[src/rtl/mem_ctrl.sv]
// Arbitrates the single byte-wide RAM port between fetch and MEM, splitting each request into byte accesses.
// Reads complete N+2 cycles after accept, writes N+1; requesters hold req as a level until done (no other backpressure).
module mem_ctrl #(
  parameter int ADDR_W = 32
) (
  input  logic              clk,
  input  logic              rst,
  input  logic              if_req_i,
  input  logic [ADDR_W-1:0] if_addr_i,
  input  logic              if_flush_i,
  output logic              if_done_o,
  output logic [31:0]       if_inst_o,
  input  logic              mem_req_i,
  input  logic              mem_we_i,
  input  logic [1:0]        mem_len_i,
  input  logic              mem_sext_i,
  input  logic [ADDR_W-1:0] mem_addr_i,
  input  logic [31:0]       mem_wdata_i,
  output logic              mem_done_o,
  output logic [31:0]       mem_rdata_o,
  output logic              busy_o,
  output logic [ADDR_W-1:0] ram_a_o,
  output logic [7:0]        ram_dout_o,
  output logic              ram_wr_o,
  input  logic [7:0]        ram_din_i
);

  typedef enum logic [2:0] {
    S_IDLE   = 3'd0,
    S_MEM_RD = 3'd1,
    S_MEM_WR = 3'd2,
    S_IF_RD  = 3'd3,
    S_DONE   = 3'd4
  } state_t;

  state_t            state_q, state_d;
  logic [ADDR_W-1:0] base_q, base_d;
  logic [2:0]        nb_q, nb_d;
  logic [2:0]        cyc_q, cyc_d;
  logic              is_if_q, is_if_d;
  logic              we_q, we_d;
  logic              sext_q, sext_d;
  logic [31:0]       wdata_q, wdata_d;
  logic [31:0]       buf_q, buf_d;
  logic [31:0]       if_inst_q, if_inst_d;
  logic [31:0]       mem_rdata_q, mem_rdata_d;
  logic [ADDR_W-1:0] ram_a_q, ram_a_d;
  logic [7:0]        ram_dout_q, ram_dout_d;
  logic              ram_wr_q, ram_wr_d;
  logic              if_done, mem_done;
  logic [31:0]       load_word;
  logic [31:0]       wshift;

  always_comb begin
    load_word = buf_q;
    if (nb_q == 3'd1) begin
      load_word = {{24{sext_q & buf_q[7]}}, buf_q[7:0]};
    end else if (nb_q == 3'd2) begin
      load_word = {{16{sext_q & buf_q[15]}}, buf_q[15:0]};
    end
  end

  // A flush landing in the IF done cycle must still suppress the pulse, so done is combinational.
  assign if_done  = (state_q == S_DONE) && is_if_q && !if_flush_i;
  assign mem_done = (state_q == S_DONE) && !is_if_q;
  assign wshift   = wdata_q >> {cyc_q, 3'b000};

  always_comb begin
    state_d     = state_q;
    base_d      = base_q;
    nb_d        = nb_q;
    cyc_d       = cyc_q;
    is_if_d     = is_if_q;
    we_d        = we_q;
    sext_d      = sext_q;
    wdata_d     = wdata_q;
    buf_d       = buf_q;
    if_inst_d   = if_inst_q;
    mem_rdata_d = mem_rdata_q;
    ram_a_d     = ram_a_q;
    ram_dout_d  = ram_dout_q;
    ram_wr_d    = 1'b0;

    case (state_q)
      S_IDLE: begin
        if (mem_req_i) begin
          base_d  = mem_addr_i;
          is_if_d = 1'b0;
          we_d    = mem_we_i;
          sext_d  = mem_sext_i;
          wdata_d = mem_wdata_i;
          cyc_d   = 3'd1;
          buf_d   = 32'd0;
          ram_a_d = mem_addr_i;
          case (mem_len_i)
            2'b00:   nb_d = 3'd1;
            2'b01:   nb_d = 3'd2;
            default: nb_d = 3'd4;
          endcase
          if (mem_we_i) begin
            ram_wr_d   = 1'b1;
            ram_dout_d = mem_wdata_i[7:0];
            state_d    = S_MEM_WR;
          end else begin
            state_d = S_MEM_RD;
          end
        end else if (if_req_i && !if_flush_i) begin
          base_d  = if_addr_i;
          is_if_d = 1'b1;
          we_d    = 1'b0;
          sext_d  = 1'b0;
          nb_d    = 3'd4;
          cyc_d   = 3'd1;
          buf_d   = 32'd0;
          ram_a_d = if_addr_i;
          state_d = S_IF_RD;
        end
      end

      S_MEM_RD, S_IF_RD: begin
        if (state_q == S_IF_RD && if_flush_i) begin
          state_d = S_IDLE;
        end else begin
          cyc_d = cyc_q + 3'd1;
          if (cyc_q < nb_q) begin
            ram_a_d = base_q + ADDR_W'(cyc_q);
          end
          // RAM answers one cycle late, so cycle j carries byte j-2.
          for (int i = 0; i < 4; i++) begin
            if (cyc_q == 3'(i + 2)) begin
              buf_d[8*i +: 8] = ram_din_i;
            end
          end
          if (cyc_q == nb_q + 3'd1) begin
            state_d = S_DONE;
          end
        end
      end

      S_MEM_WR: begin
        if (cyc_q < nb_q) begin
          ram_a_d    = base_q + ADDR_W'(cyc_q);
          ram_dout_d = wshift[7:0];
          ram_wr_d   = 1'b1;
          cyc_d      = cyc_q + 3'd1;
        end else begin
          state_d = S_DONE;
        end
      end

      S_DONE: begin
        state_d = S_IDLE;
        if (if_done) begin
          if_inst_d = buf_q;
        end
        if (mem_done && !we_q) begin
          mem_rdata_d = load_word;
        end
      end

      default: state_d = S_IDLE;
    endcase
  end

  always_ff @(posedge clk) begin
    if (rst) begin
      state_q     <= S_IDLE;
      base_q      <= '0;
      nb_q        <= 3'd0;
      cyc_q       <= 3'd0;
      is_if_q     <= 1'b0;
      we_q        <= 1'b0;
      sext_q      <= 1'b0;
      wdata_q     <= 32'd0;
      buf_q       <= 32'd0;
      if_inst_q   <= 32'd0;
      mem_rdata_q <= 32'd0;
      ram_a_q     <= '0;
      ram_dout_q  <= 8'd0;
      ram_wr_q    <= 1'b0;
    end else begin
      state_q     <= state_d;
      base_q      <= base_d;
      nb_q        <= nb_d;
      cyc_q       <= cyc_d;
      is_if_q     <= is_if_d;
      we_q        <= we_d;
      sext_q      <= sext_d;
      wdata_q     <= wdata_d;
      buf_q       <= buf_d;
      if_inst_q   <= if_inst_d;
      mem_rdata_q <= mem_rdata_d;
      ram_a_q     <= ram_a_d;
      ram_dout_q  <= ram_dout_d;
      ram_wr_q    <= ram_wr_d;
    end
  end

  assign if_done_o   = if_done;
  assign mem_done_o  = mem_done;
  assign if_inst_o   = if_done ? buf_q : if_inst_q;
  assign mem_rdata_o = (mem_done && !we_q) ? load_word : mem_rdata_q;
  assign busy_o      = (state_q != S_IDLE);
  assign ram_a_o     = ram_a_q;
  assign ram_dout_o  = ram_dout_q;
  assign ram_wr_o    = ram_wr_q;

endmodule

[config.mk]
export PLATFORM = sky130hd
export DESIGN_NAME = mem_ctrl
export DESIGN_NICKNAME = d
export VERILOG_FILES = /design/src/rtl/mem_ctrl.sv
export SDC_FILE = /design/constraint.sdc
export NUM_CORES = 1
export LEC_CHECK = 0
export ABC_AREA = 1
export CORE_MARGIN = 8
export CORE_UTILIZATION = 23
export DETAILED_ROUTE_END_ITERATION = 8
export HOLD_SLACK_MARGIN = 0.15
export PLACE_DENSITY_LB_ADDON = 0.1
export SETUP_SLACK_MARGIN = 0.2
export SLEW_MARGIN = 0
export SYNTH_ARGS = -nofsm -noshare
export SYNTH_HDL_FRONTEND = slang
export SYNTH_SLANG_ARGS = --single-unit
[constraint.sdc]
create_clock -name clk -period 5.21 [get_ports clk]
set_input_delay 1.563 -clock clk [delete_from_list [all_inputs] [get_ports clk]]
set_output_delay 1.563 -clock clk [all_outputs]
set_load 0.1 [all_outputs]
Word-level counts from Yosys, hierarchy flattened
Cells that the tools add are included.
{"block": "word_totals", "regBits": 213, "output_inout_bits": 108, "elab_cells": 119}
{"block": "classes", "addsub": 3, "magnitude_cmp": 1, "eq_ne": 23, "n_shift": 1, "mux": 45, "n_bitwise": 2, "reduce_logical": 27}
{"cell": "32-bit 2-to-1 mux", "n": 11}
{"cell": "32-bit case mux with 3 select lines", "n": 1}
{"cell": "32-bit case mux with 2 select lines", "n": 1}
{"cell": "8-bit 2-to-1 mux", "n": 7}
{"cell": "3-bit 2-to-1 mux", "n": 11}
{"cell": "32-bit by 3-bit adder with 32-bit output", "n": 1}
{"cell": "32-bit by 6-bit right shift with 8-bit output", "n": 1}
{"cell": "4-bit AND reduction", "n": 6}
{"cell": "2-bit != test (second input constant)", "n": 9}
{"cell": "3-bit case mux with 3 select lines", "n": 2}
{"cell": "8-bit case mux with 2 select lines", "n": 1}
{"cell": "3-bit by 2-bit == test with 1-bit output (second input constant)", "n": 5}
{"cell": "3-bit == test (second input constant)", "n": 3}
{"cell": "1-bit 2-to-1 mux", "n": 8}
{"cell": "3-bit by 1-bit adder with 3-bit output (second input constant)", "n": 2}
{"cell": "3-bit by 1-bit == test with 1-bit output (second input constant)", "n": 2}
{"cell": "1-bit logical AND", "n": 6}
{"cell": "3-bit != test (second input constant)", "n": 2}
{"cell": "3-bit case mux with 2 select lines", "n": 1}
{"cell": "3-bit AND reduction", "n": 2}
{"cell": "2-bit nonzero test", "n": 3}
{"cell": "3-bit nonzero test", "n": 2}
{"cell": "2-bit AND reduction", "n": 2}
{"cell": "3-bit == test", "n": 1}
{"cell": "9 further kinds", "n": 12}

Longest topological paths before layout
Gate-level depths: netlist of the first run.
{"block": "depth", "ltp_word": 5, "mapped_depth": 15}

Worst setup path after synthesis of the first run
No wires, ideal clock.
{"block": "synth_timing", "path_kind": "input port to output port", "startpoint": "in if_flush_i", "endpoint": "out if_inst_o[13]", "arrival_time_ns": 3.216, "required_ns": 3.647, "path_slack_ns": 0.431, "cell_stages": 5, "cell_sequence": "nor3_4 clkbuf_2 or2_2 o21ai_0 inv_1"}
{"block": "synth_between", "elab_chain_len": 3}
{"element": "start: declaration", "line_no": "10", "text": "input logic if_flush_i,"}
{"element": "1-bit zero test", "line_no": "64", "text": "assign if_done = (state_q == S_DONE) && is_if_q && !if_flush_i;"}
{"element": "1-bit logical AND", "line_no": "64"}
{"element": "via if_done_o", "line_no": "11", "text": "output logic if_done_o,"}
{"element": "32-bit 2-to-1 mux"}
{"element": "end: declaration", "line_no": "12", "text": "output logic [31:0] if_inst_o,"}
The timed path passes the listed nets, and every way through them passes these cells.

Worst setup path in the final report of the first run
{"block": "layout_timing", "startpoint": "in if_flush_i", "endpoint": "out if_inst_o[12]"}
{"block": "layout_between", "elab_chain_len": 3}
{"element": "1-bit zero test", "line_no": "64"}
{"element": "1-bit logical AND", "line_no": "64"}
{"element": "32-bit 2-to-1 mux"}
Every way passes these cells.

==> results.txt, run 1 <==
Status = complete, no violations
Post-synth EDFFs = 0
Die height = 227 µm
Slew HR = 26.7%
Adder-Cell Fraction of Synth Area = 1.91%
Synth unique cells = 43
Critical Path Fanout Max = 32
Finish-stage setup viols = 0
Port buffer count = 220
Maximum vdd drop = 327 µV
Gr usage total = 14.3%
# fillers = 4824
CP required = 3.65 ns
Synthesized flop and latch total = 213
Cell Area, Synth = 10200 µm²
Initial core utilization = 23.2%
Xor/xnor cell area share of the yosys netlist = 0.942%
Max-cap violations = 0
Reg2reg start = cyc_q[1]
First-pass GRT wire length = 58200 µm
Synth Area in Simple Gates = 26.8%
Total chip power = 9.87 mW
Unrepaired setup endpoints after global routing = no
Inst Count DP = 2215
Max-slew violation count = 0
Mux cell area share after synthesis = 0.881%
Layout cell share with drive strength beyond 1 = 12.6%
Core Region = 44000 µm²
Worst Skew = 0.0119 ns
Post-cts gate resize count = 0
Arrival @ worst endpoint = 3.17 ns
Worst setup EP type = output port
Class of the worst hold path = flop to flop
F_max = 211 MHz
Syn nets = 1596
Worst reg2reg setup slack = 2.00 ns
Drt drc = 0
Clock sinks = 213
Vias = 9920
Initial antenna violation count = 2
Maximum buffer depth of the clock tree = 3
Main synth FF type = dfxtp_1
Synth async-reset ratio = 0%
R2r endpoint = ram_a_o[15]
Cell Pwr Density = 688 nW/µm²
CTS root buf = clkbuf_16
Total wire length = 37700 µm
Setup_tns = 0 ns
Clock Latency Late Sink = 0.55 ns
Post-CTS Setup Repair Bufs = 0
Remaining Overflow, GRT = 0
Clock Pin Slew Worst Setup and Hold Paths = 0.06 ns
Final hold viol count = 0
CTS tree = built
Minimum clock period = 4.74 ns
CP peak stage delay = 0.50 ns
Number of vias per cell = 4.39
Worst min-delay path endpoint = wdata_q[20]
Drt pass-1 iters = 5
CTS buffer count = 28
Leading area contributor after synthesis = dfxtp_1
Antenna Violating Nets Remaining = 0
Commonest cells after routing, fill and taps aside = 248 x nand2_1, 234 x nor2_1, 213 x dfxtp_1
Hold path start = wdata_q[20]
Syn. warnings = 0
Synth Area in Compound Gates = 18.8%
Via count of the first global-routing pass = 9911
Gpl congestion = 0.812
DIE AREA = 51500 µm²
# IOs = 221
DPL Wire Length = 26700 µm
Leakage = 6.25 nW
Tcrit/Tclk final = 90.9%
Syn Inst Count = 1468
First DRT Iteration DRCs = 496
Routed len/inst = 16.7 µm
Largest family of logic cells by synthesized area = simple AND/OR/NAND/NOR gates
Largest net degree at the start of global routing = 84
Top-area cell type share of the netlist area = 41.7%
# hold bufs at CTS = 0
# rows = 77
Diode count = 0
Final nets = 1781
Commonest non-fill, non-tap cell in the layout = nand2_1
Slowest CP cell = clkdlybuf4s50_1
Sequential-to-total area share from yosys stat = 41.7%
Worst reg2reg path depth = 10
Setup crit start kind = input pin
H-tree depth = 1
CP Class = input pin to output port
Layout area overhead = 40.4%
Mean Syn Cell Area = 6.97 µm²
Ranking of synthesized cells by area = dfxtp_1 42%, nand2_1 9.1%, nor2_1 8.6%
Final std cells w/o fill = 2261
Hold-critical path depth = 2
Worst slew pin tran = 1.10 ns
Critical path's most frequent cell = inv_1
CP Cell Sequence = clkdlybuf4s50_1 > nor3_4 > inv_1 > buf_4 > o21ai_0 > inv_1 > buf_12
Chip Width = 227 µm
cell usage after synthesis, types with 9 or more instances:
cell type  count
nor2_1       234
a31oi_1       14
o21ai_0      148
nand3_1       69
inv_1        136
o21ai_1       26
nand2_1      248
mux2i_1        9
o22ai_1       25
ha_1          14
or2_2         55
a21oi_1      131
buf_2         25
dfxtp_1      213
clkbuf_1      45
registers in the layout (all words and copies together) (netlist names):
signal / flops
base_q: 32
buf_q: 32
cyc_q: 3
if_inst_q: 32
is_if_q: 1
mem_rdata_q: 32
nb_q: 3
ram_a_o: 32
ram_dout_o: 8
ram_wr_o: 1
sext_q: 1
state_q: 3
wdata_q: 32
we_q: 1
area by class of cell:
cell class	count	area [µm²]	area share, %
Sequential cell	213	4260	29.7
Multi-Input combinational cell	1028	5050	35.2
Clock buffer	39	822	5.73
Tap cell	592	741	5.16
Timing Repair Buffer	237	2780	19.4
Clock inverter	7	151	1.05
Inverter	145	544	3.79
through the flow:
step	instance area, µm²	util (%)	worst slack, ns	hold WS, ns
floorplan	10200	-	0.431	0.429
CTS	14400	32.6	0.405	0.453
detailed placement	13400	30.4	0.416	0.445
global route	14400	32.6	0.322	0.471
global placement	13400	30.4	0.526	0.440
finish	14400	32.6	0.473	0.453
layer usage:
metal / GRT usage, % / vias to the layer above / wire length, µm
met2: 23.4 / 174 / 17300
met3: 2.65 / 36 / 1970
met5: 0 / - / 22
met4: 3.08 / 4 / 536
li1: - / 5124 / -
met1: 19.3 / 4582 / 17900
report_power, final:
part | total (mW) | internal [mW] | switching [mW]
combinational | 5.40 | 1.42 | 3.98
sequential | 2.42 | 2.09 | 0.331
clock | 2.05 | 1.28 | 0.764
total | 9.87 | 4.80 | 5.07
kinds of logic after synthesis:
logic type,after synthesis
compound gates,360
xor+xnor,11
fa+ha+maj,15
buf+inv,227
flops,213
mux,9
simple gates,633
how the worst max path moves through the flow:
stage               endpoint  depth (start not counted)        from  slack (ns)
2_1_floorplan  if_inst_o[13]                          5  if_flush_i        0.43
3_3_place_gp    if_inst_o[7]                          7  if_flush_i        0.53
3_5_place_dp   if_inst_o[12]                          7  if_flush_i        0.42
4_1_cts        if_inst_o[12]                          7  if_flush_i        0.40
5_1_grt         if_inst_o[3]                          7  if_flush_i        0.32
6_report       if_inst_o[12]                          7  if_flush_i        0.47
worst max-delay path: cells and delay by family:
family | cells | cell delay, ns
AO/OA/AOI/OAI | 1 | 0.27
buffers and inverters | 5 | 1.09
AND/OR/NAND/NOR | 1 | 0.24
Note: power is estimated with default switching activity, not from simulation.
==> run 2: changes to the inputs <==
Settings changed: HOLD_SLACK_MARGIN 0.15 to 0.06.
==> results of run 2 <==
Same layout as run 1: the final DEF is identical, and so are final timing and power.
==> run 3: changes to the inputs <==
Clock period 5.21 ns to 6.1 ns, I/O delays scaled along.
==> run 3 against run 2 <==
Global-route usage rose by 0.051 points. Utilization shrank 0.36 points. Sequential power down 15%. First-iteration DRC count up 0.40%. Worst setup slack lost 0.059 ns. Non-clock buffer count fell by 5. Count of clock-buffer cells in the layout up 2. Final area shrank 1.1%. Die area unchanged. Via count down 0.10%. Sequential share of layout area grew 0.33 points.
==> results.txt, run 3 (synthesis results as in run 1) <==
Status = complete, no violations
Arrival @ worst endpoint = 3.86 ns
Setup_tns = 0 ns
CP Capture Point = if_inst_o[12]
CP required = 4.27 ns
Largest net degree at the start of global routing = 70
CP Class = input pin to output port
Diode count = 0
Int Power = 4.06 mW
Max-slew violation count = 0
R2r endpoint = base_q[12]
DPL Wire Length = 26400 µm
H-tree depth = 1
Chip Width = 227 µm
Remaining Overflow, GRT = 0
Number of vias per cell = 4.38
# rows = 77
Final hold viol count = 0
Final nets = 1776
Clock Latency Late Sink = 0.55 ns
Unrepaired setup endpoints after global routing = yes
Gpl congestion = 0.795
Initial core utilization = 23.2%
NetSw = 4.31 mW
Switching part of the total = 51.5%
Initial antenna violation count = 1
Max-cap violations = 0
Die height = 227 µm
Final std cells w/o fill = 2262
Tcrit/Tclk final = 93.2%
WHS = 0.451 ns
Layout cell share with drive strength beyond 1 = 12.8%
Total wire length = 37700 µm
Routed len/inst = 16.7 µm
Worst setup margin = 0.414 ns
CTS root buf = clkbuf_16
Worst reg2reg path depth = 8
Post-CTS Setup Repair Bufs = 0
# hold bufs at CTS = 0
Worst reg2reg setup slack = 3.14 ns
Inst Count DP = 2210
Finished Core Util = 32.2%
Drt drc = 0
Reg power frac = 24.6%
Class of the worst hold path = flop to flop
Setup crit start kind = input pin
Maximum vdd drop = 259 µV
Commonest cells after routing, fill and taps aside = 248 x nand2_1, 234 x nor2_1, 213 x dfxtp_1
First DRT Iteration DRCs = 498
Slew HR = 21.7%
Drt pass-1 iters = 5
Post-cts gate resize count = 0
Critical Path Fanout Max = 32
Vias = 9910
Maximum buffer depth of the clock tree = 3
Worst setup EP type = output port
# fillers = 4753
Part of the power in the clock network = 22.2%
Cell Area, Placed = 13100 µm²
Leakage = 6.24 nW
Clock sinks = 213
Cell Pwr Density = 589 nW/µm²
Total chip power = 8.36 mW
Clock Pin Slew Worst Setup and Hold Paths = 0.06 ns
Worst slew pin tran = 1.17 ns
# IOs = 221
Worst Skew = 0.0125 ns
Commonest non-fill, non-tap cell in the layout = nand2_1
CP startpoint = if_flush_i
Design Area, Final = 14200 µm²
Port buffer count = 220
Layout area overhead = 38.8%
Gr usage total = 14.3%
DIE AREA = 51500 µm²
Reg2reg start = state_q[1]
Setup WS pre-CTS = 0.303 ns
Via count of the first global-routing pass = 9820
CTS buffer count = 28
First-pass GRT wire length = 58300 µm
Hold path start = wdata_q[27]
Minimum clock period = 5.69 ns
CTS tree = built
Core Region = 44000 µm²
Antenna Violating Nets Remaining = 0
Gate power share = 53.2%
F_max = 176 MHz
Finish-stage setup viols = 0
-- run 3: cell types whose count changed in the layout (fill, tap and decap cells not counted), sizes merged --
| cell | previous run | this run |
|---|---|---|
| bufinv | 4 | 5 |
| clkbuf | 39 | 41 |
| buf | 83 | 78 |
| clkinv | 2 | 6 |
| clkinvlp | 2 | 1 |
-- run 3: power by group through the flow --
stage	logic, mW	clock network (mW)	registers, mW
4_1_cts	4.51	1.93	2.06
6_report	4.45	1.86	2.06
3_3_place_gp	4.50	0	2.09
3_5_place_dp	4.49	0	2.09
2_1_floorplan	2.63	0	2.79
5_1_grt	4.81	1.98	2.11
-- run 3: per-layer routing --
layer,track usage (%),share of wire (%)
met1,19.2,48
met5,0,0.035
met4,3.69,2.4
met3,2.88,5.1
met2,23.2,45
-- run 3: worst min path at each step --
stage,cells past startpoint,slack (ns),end
floorplan,2,0.43,wdata_q[31]
finish,2,0.45,wdata_q[27]
detailed placement,2,0.45,wdata_q[15]
CTS,2,0.46,wdata_q[15]
global placement,2,0.44,wdata_q[15]
global route,2,0.47,wdata_q[12]
-- run 3: final cells by class --
class	count	area [µm²]	area share, %
Multi-Input combinational cell	1028	5050	35.6
Clock buffer	41	871	6.13
Tap cell	592	741	5.22
Timing Repair Buffer	232	2540	17.9
Sequential cell	213	4260	30.0
Inverter	145	544	3.83
Clock inverter	11	183	1.29
-- run 3: critical path, stage by stage --
cell and delay, ns:
clkdlybuf4s50_1 0.56, nor3_4 0.06, inv_1 0.76, o21ai_0 0.27
inv_1 0.16, buf_12 0.18
==> edit (flow settings as in run 3) <==
`mem_rdata_q` no longer has a reset.
--- a/src/rtl/mem_ctrl.sv
+++ b/src/rtl/mem_ctrl.sv
@@ -176,3 +176,2 @@
       if_inst_q   <= 32'd0;
-      mem_rdata_q <= 32'd0;
       ram_a_q     <= '0;
@@ -191,3 +190,2 @@
       if_inst_q   <= if_inst_d;
-      mem_rdata_q <= mem_rdata_d;
       ram_a_q     <= ram_a_d;
@@ -196,2 +194,6 @@
     end
+  end
+
+  always_ff @(posedge clk) begin
+    mem_rdata_q <= mem_rdata_d;
   end
Formal check against the unedited RTL: same outputs for any inputs over 4 cycles, from zero or initial values and one cycle with rst high; that may be too few to reach the edited logic, so the function may still have changed.
==> edit against run 3 <==
  * Area after synthesis increased by 1.7%
  * Total power down 3.0%
  * Sequential cell count unchanged
  * Combinational power fell by 2%
  * Via count about the same
  * Routed wire length fell by 0.63%
  * Worst setup slack gained 0.18 ns
  * Cell area is 3.2% higher
  * Critical path type unchanged
  * Critical endpoint is now if_inst_o[13]
  * Largest cell class unchanged
==> edit: results (changes against run 3) <==
Cells and area
  • Multi-input gates: 1007 (was 1028)
  • Clock network area share: 0.0625 (was 0.0742)
  • Layout cells sized above 1: 0.120 (was 0.128)
  • Antenna cells: 1 (was 0)
  • Multi-input gate share of total cell area: 0.334 (was 0.356)
  • CLK BUF: 35 (was 41)
  • Fin nets: 1761 (was 1776)
  • Seq/total area: 0.313 (was 0.300)
  • Non-CTS inverters: 149 (was 145)
  • Final std cells w/o fill: 2256 (was 2262)

Placed design
  • DP Area: 13700 um2 (was 13100 um2)
  • Worst slack, placed: 0.556 ns (was 0.303 ns)
  • Dpl cells: 2203 (was 2210)
  • Dpl hpwl: 27400 um (was 26400 um)
  • RePlAce Congestion: 0.818 (was 0.795)

Global routing
  • GRT met3 Usage: 0.0289 (was 0.0288)
  • Met1 Track Usage GR: 0.182 (was 0.192)
  • Initial antenna violation count: 2 (was 1)
  • Global-route wire length before repair: 58000 um (was 58300 um)
  • Largest net degree at the start of global routing: 76 (was 70)
  • Total GRT Usage: 0.137 (was 0.143)
  • Met2 usage: 0.228 (was 0.232)

Timing
  • WHS: 0.452 ns (was 0.451 ns)
  • Skew final: 0.0169 ns (was 0.0125 ns)
  • Slew HR: 0.278 (was 0.217)

Setup path
  • Reg2reg start: state_q[0] (was state_q[1])
  • Reg2reg path depth: 10 (was 8)
  • CP arrival: 3.68 ns (was 3.86 ns)
  • CP Max Fanout: 32 (unchanged)
  • Slowest cell on the critical path: clkdlybuf4s50_1 (was inv_1)
  • Largest stage delay on the critical path: 0.50 ns (was 0.76 ns)
  • R2R Setup Slk: 3.23 ns (was 3.14 ns)
  • Reg2reg end: base_q[25] (was base_q[12])

Synthesis
  • Cells after Synth: 1447 (was 1468)
  • Top post-synthesis cells by count: nand2_1, nor2_1, dfxtp_1 (unchanged)
  • Ranking of synthesized cells by area: dfxtp_1, nand2_1, edfxtp_1 (was dfxtp_1, nand2_1, nor2_1)
  • Synth Net Count: 1575 (was 1596)
  • Post-synth cell types: 41 (was 43)
  • Number of synthesized flops with an enable pin: 32 (was 0)

Worst hold path
  • Hold path startpoint: wdata_q[29] (was wdata_q[27])

Drt
  • WL final: 37400 um (was 37700 um)
  • Via count: 9901 (was 9910)
  • Drt initial violations: 508 (was 498)

Pwr
  • Peak supply drop: 0.217 mV (was 0.259 mV)
  • PwrDens: 553 nW/um2 (was 589 nW/um2)

Outcome
  • Outcome: completed (unchanged)

Die
  • Die W: 229 um (was 227 um)

Clocking
  • Postcts setup bufs: 0 (unchanged)
edit: changes by cell type in the layout (fill, tap and decap cells not counted), sizes merged, moves of 10 or more:
cell / before / now
a21oi: 131 / 121
dfxtp: 213 / 181
nor2: 240 / 190
nand3: 71 / 46
o21ai: 175 / 189
edfxtp: 0 / 32
or2: 56 / 40
o22ai: 25 / 2
a22oi: 0 / 24
nand2: 252 / 322
edit: cell families after synthesis:
group                      after synthesis  synth area share
and+or+nand+nor                        610             0.247
muxes                                    5           0.00481
AOI/OAI and AO/OA                      365             0.190
xor gates and xnor gates                12            0.0101
DFF                                    213             0.441
adders and majority gates               15            0.0188
buffers and inverters                  227            0.0885
edit: worst reg2reg max path: stages (launching register included):
cell     delay, ns
dfxtp_1       0.31
inv_2         0.11
nand2_4       0.08
nor2_4        0.18
inv_2         0.11
nor2_4        0.47
inv_2         0.12
nand2_4       0.38
inv_1         0.52
o21ai_0       0.38
a21oi_1       0.06
edit: where the power goes:
| group | switching (uW) | total [uW] | internal [uW] |
|---|---|---|---|
| Combinational | 3170 | 4350 | 1180 |
| Clock | 651 | 1650 | 1000 |
| Sequential | 265 | 2110 | 1840 |
edit: how the worst max path moves through the flow:
| stage | to | startpoint |
|---|---|---|
| 6_report | if_inst_o[13] | if_flush_i |
| 5_1_grt | if_inst_o[14] | if_flush_i |
| 4_1_cts | if_inst_o[14] | if_flush_i |
| 3_5_place_dp | if_inst_o[14] | if_flush_i |
| 3_3_place_gp | if_inst_o[14] | if_flush_i |
| 2_1_floorplan | mem_rdata_o[0] | state_q[2] |
edit: metal layers:
metal,up-vias,routed length (um)
met5,-,13
met4,2,555
met1,4563,17500
met2,209,17300
li1,5088,-
met3,39,2010
